===== config.mk =====
export PLATFORM = sky130hd
export DESIGN_NAME = tmds_rx_decoder
export DESIGN_NICKNAME = d
export VERILOG_FILES = /design/src/rtl/tmds_rx_decoder.sv
export SDC_FILE = /design/constraint.sdc
export NUM_CORES = 1
export LEC_CHECK = 0
export BUFFER_PORTS_ARGS = -buffer_cell sky130_fd_sc_hd__buf_2
export CORE_UTILIZATION = 52
export DETAILED_ROUTE_END_ITERATION = 10
export PLACE_DENSITY = 0.73
export SLEW_MARGIN = 20
export SYNTH_ARGS = -nofsm -noshare
export SYNTH_HDL_FRONTEND = slang
export SYNTH_SLANG_ARGS = --single-unit

===== constraint.sdc =====
create_clock -name PCLKX1_i -period 1.95 [get_ports PCLKX1_i]
set_clock_uncertainty 0.2 [all_clocks]
set_input_delay 0.2925 -clock PCLKX1_i [delete_from_list [all_inputs] [get_ports PCLKX1_i]]
set_output_delay 0.2925 -clock PCLKX1_i [all_outputs]
set_load 0.02 [all_outputs]

===== src/rtl/tmds_rx_decoder.sv =====
// TMDS channel decoder with word-alignment FSM: finds control-token runs,
// requests bitslips until lock, and decodes control/data tokens once aligned.
module tmds_rx_decoder #(
  parameter int unsigned CTRL_MIN  = 64,
  parameter int unsigned SEARCH_TO = 4096,
  parameter int unsigned SLIP_WAIT = 3
) (
  input  logic       PCLKX1_i,
  input  logic       RSTn_i,
  input  logic [9:0] TMDS_D_i,
  output logic       BITSLIP_o,
  output logic       ALIGNED_o,
  output logic       LOCK_LOST_o,
  output logic       DE_o,
  output logic       C0_o,
  output logic       C1_o,
  output logic [7:0] D_o
);

  localparam int unsigned RUN_W  = $clog2(CTRL_MIN) + 1;
  localparam int unsigned TMR_W  = $clog2(SEARCH_TO) + 1;
  localparam int unsigned WAIT_W = $clog2(SLIP_WAIT) + 1;

  localparam logic [RUN_W-1:0]  RUN_LAST  = RUN_W'(CTRL_MIN - 1);
  localparam logic [RUN_W-1:0]  RUN_MAX   = RUN_W'(CTRL_MIN);
  localparam logic [TMR_W-1:0]  TMR_LAST  = TMR_W'(SEARCH_TO - 1);
  localparam logic [WAIT_W-1:0] WAIT_LAST = WAIT_W'(SLIP_WAIT - 1);

  typedef enum logic [1:0] {
    ST_SEARCH = 2'd0,
    ST_SLIP   = 2'd1,
    ST_WAIT   = 2'd2,
    ST_LOCKED = 2'd3
  } state_t;

  state_t            state_q, state_nxt;
  logic [RUN_W-1:0]  run_q, run_nxt;
  logic [TMR_W-1:0]  tmr_q, tmr_nxt;
  logic [WAIT_W-1:0] wait_q, wait_nxt;

  logic       is_ctrl;
  logic [1:0] ctrl_bits;
  logic [7:0] d_inv;
  logic [7:0] d_dec;

  logic       bitslip_nxt, aligned_nxt, lock_lost_nxt;
  logic       de_nxt, c0_nxt, c1_nxt;
  logic [7:0] d_nxt;

  // Control-token recognition; ctrl_bits is {C1,C0}
  always_comb begin
    is_ctrl   = 1'b1;
    ctrl_bits = 2'b00;
    case (TMDS_D_i)
      10'b1101010100: ctrl_bits = 2'b00;
      10'b0010101011: ctrl_bits = 2'b01;
      10'b0101010100: ctrl_bits = 2'b10;
      10'b1010101011: ctrl_bits = 2'b11;
      default:        is_ctrl   = 1'b0;
    endcase
  end

  // Data-token decode: undo optional inversion, then the XOR/XNOR chain
  always_comb begin
    d_dec    = '0;
    d_inv    = TMDS_D_i[9] ? ~TMDS_D_i[7:0] : TMDS_D_i[7:0];
    d_dec[0] = d_inv[0];
    for (int i = 1; i < 8; i++) begin
      d_dec[i] = TMDS_D_i[8] ? (d_inv[i] ^ d_inv[i-1]) : ~(d_inv[i] ^ d_inv[i-1]);
    end
  end

  // Alignment FSM next-state, counters and output-register inputs
  always_comb begin
    state_nxt = state_q;
    run_nxt   = run_q;
    tmr_nxt   = tmr_q;
    wait_nxt  = wait_q;

    case (state_q)
      ST_SEARCH: begin
        tmr_nxt = tmr_q + TMR_W'(1);
        if (!is_ctrl)            run_nxt = '0;
        else if (run_q != RUN_MAX) run_nxt = run_q + RUN_W'(1);
        // Lock takes priority over a coincident timeout
        if (is_ctrl && (run_q == RUN_LAST)) begin
          state_nxt = ST_LOCKED;
          run_nxt   = '0;
          tmr_nxt   = '0;
        end else if (tmr_q == TMR_LAST) begin
          state_nxt = ST_SLIP;
          run_nxt   = '0;
          tmr_nxt   = '0;
        end
      end
      ST_SLIP: begin
        state_nxt = ST_WAIT;
        wait_nxt  = '0;
      end
      ST_WAIT: begin
        if (wait_q == WAIT_LAST) begin
          state_nxt = ST_SEARCH;
          wait_nxt  = '0;
          run_nxt   = '0;
          tmr_nxt   = '0;
        end else begin
          wait_nxt = wait_q + WAIT_W'(1);
        end
      end
      ST_LOCKED: begin
        if (is_ctrl) begin
          tmr_nxt = '0;
        end else if (tmr_q == TMR_LAST) begin
          state_nxt = ST_SEARCH;
          tmr_nxt   = '0;
          run_nxt   = '0;
        end else begin
          tmr_nxt = tmr_q + TMR_W'(1);
        end
      end
      default: begin
        state_nxt = ST_SEARCH;
        run_nxt   = '0;
        tmr_nxt   = '0;
        wait_nxt  = '0;
      end
    endcase

    bitslip_nxt   = (state_nxt == ST_SLIP) && (state_q == ST_SEARCH);
    lock_lost_nxt = (state_q == ST_LOCKED) && (state_nxt == ST_SEARCH);
    aligned_nxt   = (state_nxt == ST_LOCKED);

    // Decoded outputs follow the alignment flag that appears on the same edge
    de_nxt = 1'b0;
    c0_nxt = 1'b0;
    c1_nxt = 1'b0;
    d_nxt  = '0;
    if (aligned_nxt) begin
      if (is_ctrl) begin
        c0_nxt = ctrl_bits[0];
        c1_nxt = ctrl_bits[1];
      end else begin
        de_nxt = 1'b1;
        c0_nxt = C0_o;
        c1_nxt = C1_o;
        d_nxt  = d_dec;
      end
    end
  end

  always_ff @(posedge PCLKX1_i or negedge RSTn_i) begin
    if (!RSTn_i) begin
      state_q     <= ST_SEARCH;
      run_q       <= '0;
      tmr_q       <= '0;
      wait_q      <= '0;
      BITSLIP_o   <= 1'b0;
      ALIGNED_o   <= 1'b0;
      LOCK_LOST_o <= 1'b0;
      DE_o        <= 1'b0;
      C0_o        <= 1'b0;
      C1_o        <= 1'b0;
      D_o         <= '0;
    end else begin
      state_q     <= state_nxt;
      run_q       <= run_nxt;
      tmr_q       <= tmr_nxt;
      wait_q      <= wait_nxt;
      BITSLIP_o   <= bitslip_nxt;
      ALIGNED_o   <= aligned_nxt;
      LOCK_LOST_o <= lock_lost_nxt;
      DE_o        <= de_nxt;
      C0_o        <= c0_nxt;
      C1_o        <= c1_nxt;
      D_o         <= d_nxt;
    end
  end

endmodule


==> impl_metrics.yaml <==
routing:
  drt_iter0_markers: 162
  first_pass_iters: 4
  drc: 0
  ant_nets: 0
  viasPerCell: 5.805
  vias: 2206
  wire_per_inst_microns: 18.57
  wl_mm: 7.057
layout:
  final_cell_mix: "74 x buf_4, 38 x dfrtp_1, 26 x nor2_1"
  final_layout_size_suffix_gt1_share_pct: 52.42
  antennaDiodeCount: 0
  syn_to_final_growth_pct: 50.19
  layout_commonest_cell: "buf_4"
  fin_nets: 347
  fin_util_pct: 83.56
critical_path:
  timing.rr.end: "LOCK_LOST_o$_DFF_PN0_"
  worstPathCellList: "ha_2 -> and3_4 -> nand4_4 -> buf_6 -> a21oi_4 -> o21ai_4 -> buf_4 -> nor4_4"
  reg2reg_depth: 8
  cp.arrival_ns: 2.17
  worst_setup_path_start_kind: "register"
  path_delay_family: "simple AND/OR/NAND/NOR gates"
  worstPathRequired_ns: 1.94
  crit_type: "reg -> reg"
  critPathCaptureType: "register"
  reg2reg_from: "tmr_q[1]$_DFFE_PN0P_"
  slowest_stage: "dfrtp_1"
  crit_cells: 8
  startpoint: "tmr_q[1]$_DFFE_PN0P_"
  cpPeakStageDelay_ns: 0.38
  crit_path_end: "LOCK_LOST_o$_DFF_PN0_"
  cp_max_fo: 4
  worst-path-buf-inv: 2
  r2r_slack_ns: -0.23
clock_network:
  clk_pin_slew_ns: 0.08
  cts_tree: "done"
  clock-sinks: 39
  clockBufferDepth: 2
  h-tree-depth: 2
  insertion_delay_ns: 0.29
  cts-root-buf: "clkbuf_8"
  cts_inserted_buffers: 5
global_routing:
  antenna_found_initial: 0
  track_usage_pct: 28.09
  overflow: 0
  grt_max_degree: 15
  grt_pass1_wl_mm: 9.342
  grt_pass1_vias: 2046
sta:
  grt_setup_unrepaired: "true"
  fin_setup_tns_ns: -3.871
  final.period_utilization_pct: 111.7
  fmax_mhz: 459.1
  drv_slew: 0
  fin_crit_ns: 2.178
  relSlewSlack_pct: 71.23
  worst_slack_ns: -0.2283
  tightest_slew_ns: 0.4316
  hold_viol: 0
  setup_violations: 32
synthesis:
  synth.ff_latch_count: 39
  ys.flop_type: "dfrtp_1"
  synth_top_area_cell: "dfrtp_1"
  yosys.area.top_type_share_pct: 42.93
  netlist_area_sq_um: 2273
  syn_avg_cell_area_sq_um: 10.24
  synthesis.nets: 240
  postSynthCellCount: 222
  yosysWarningCount: 0
  synth_edf_count: 0
  yosys.cell_types.count: 58
  synth-async-reset-ratio_pct: 100.0
  synthTopCellsByArea: "dfrtp_1 43%, xnor2_1 6.2%, nor2_1 4.5%"
  seq_area_frac_synth_pct: 42.93
outcome:
  failed_checks: "setup timing"
  status: "complete, but fails checks"
placement:
  routabilityCongestion: 0.8507
  hpwl_mm: 4.057
  portBuffers: 25
floorplanning:
  fp.dieW_microns: 68.12
  rows: 23
  pin_count: 26
  core_sq_um: 4086
  dieHeight_microns: 68.12
  die-area_sq_um: 4640
  floorplan.initialDensity_pct: 55.63
pwr:
  power.density_nw_per_um2: 860.5
  vdd_drop_max_v: 0.0006937
  leakagePower_uw: 0.001588
flow_run:
  drv_cap: 0
min_path:
  hold_class: "in -> reg"
## cell families after synthesis
group / share of synthesized area, %
DFF: 42.93
AOI/OAI and AO/OA: 15.85
adders and majority gates: 3.302
xor gates and xnor gates: 7.705
muxes: 2.311
and+or+nand+nor: 24.82
buffers and inverters: 3.082
## cells in the mapped netlist, types with 2 or more instances
cell and instances:
nand3_1 9, a22o_1 3, a21oi_1 2, buf_6 2, or3_1 3, inv_1 10
xnor2_1 16, o21ai_0 14, dfrtp_1 39, o31ai_1 2, and2_1 2, nor2_1 27
and3_1 3, nor2b_1 2, nand4_1 3, nor3_1 7, nor2_4 2, o21a_1 3
nand2b_1 3, nand2_1 16, xor2_1 4, o21ai_2 2, nor4_1 3, mux2i_1 3
ha_1 6, nor3b_1 3, o2111ai_1 2
## sequential cells by signal, summed over array words and instances, names as in the netlist
register and cells:
tmr_q 13, D_o 8, run_q 7, wait_q 3
state_q 2, ALIGNED_o 1, BITSLIP_o 1, C0_o 1
C1_o 1, DE_o 1, LOCK_LOST_o 1
## stage by stage
step | setup slack, ns | instance area, sq um | std cells | total power [uW] | hold slack (ns)
after floorplan | -0.009091 | 2305 | 222 | 1549 | -0.2031
after global placement | -0.2654 | 2952 | 358 | 1948 | 0.01178
after detailed placement | -0.2767 | 2952 | 358 | 1980 | 0.01526
after CTS | -0.1295 | 3244 | 376 | 2706 | 0.1015
after global routing | -0.2675 | 3415 | 380 | 3057 | 0.1116
final | -0.2283 | 3415 | 380 | 2938 | 0.1078
## worst min path at each step
stage	from	end	slack [ns]	depth (start not counted)
finish	TMDS_D_i[9]	D_o[0]$_DFF_PN0_	0.11	3
detailed placement	RSTn_i	tmr_q[9]$_DFFE_PN0P_	0.02	1
CTS	TMDS_D_i[9]	D_o[0]$_DFF_PN0_	0.10	3
global route	TMDS_D_i[9]	D_o[0]$_DFF_PN0_	0.11	3
floorplan	RSTn_i	ALIGNED_o$_DFF_PN0_	-0.20	0
global placement	RSTn_i	tmr_q[9]$_DFFE_PN0P_	0.01	1
## timing repair
item,4_1_cts,5_1_grt
setup endpoints to repair,34,34
hold endpoints to repair,12,0
hold buffers,1,0
gates cloned,1,0
gates resized for setup,31,34
pin swaps,18,21
buffers inserted,8,4
## power by group
part           leakage, uW  switching [uW]  internal [uW]  total [uW]
sequential        0.000537            73.0            889         962
clock            0.0000422             286            251         537
combinational      0.00101             770            668        1440
## cell type report
class	instances	area, sq um
clock buffers	7	76.32
repair buffers	103	733.2
flip-flops and latches	39	977.2
clock inverters	1	5.005
fillers	222	671.9
inverters	10	37.54
well taps	50	62.56
multi-input cells	170	1523
## tightest hold or removal path, cell delays in order
cell and delay [ns]:
buf_2 0.10, xnor2_1 0.11, nor2_1 0.05
## metal layers
| metal | part of all wire (%) | GRT usage (%) | wire [microns] |
|---|---|---|---|
| met3 | 4.6 | 4.833 | 328 |
| met4 | 2.6 | 11.20 | 181 |
| met1 | 39 | 33.44 | 2781 |
| met2 | 53 | 49.63 | 3766 |
| met5 | 0 | 0 | 0 |
Note: power is estimated with default switching activity, not from simulation.
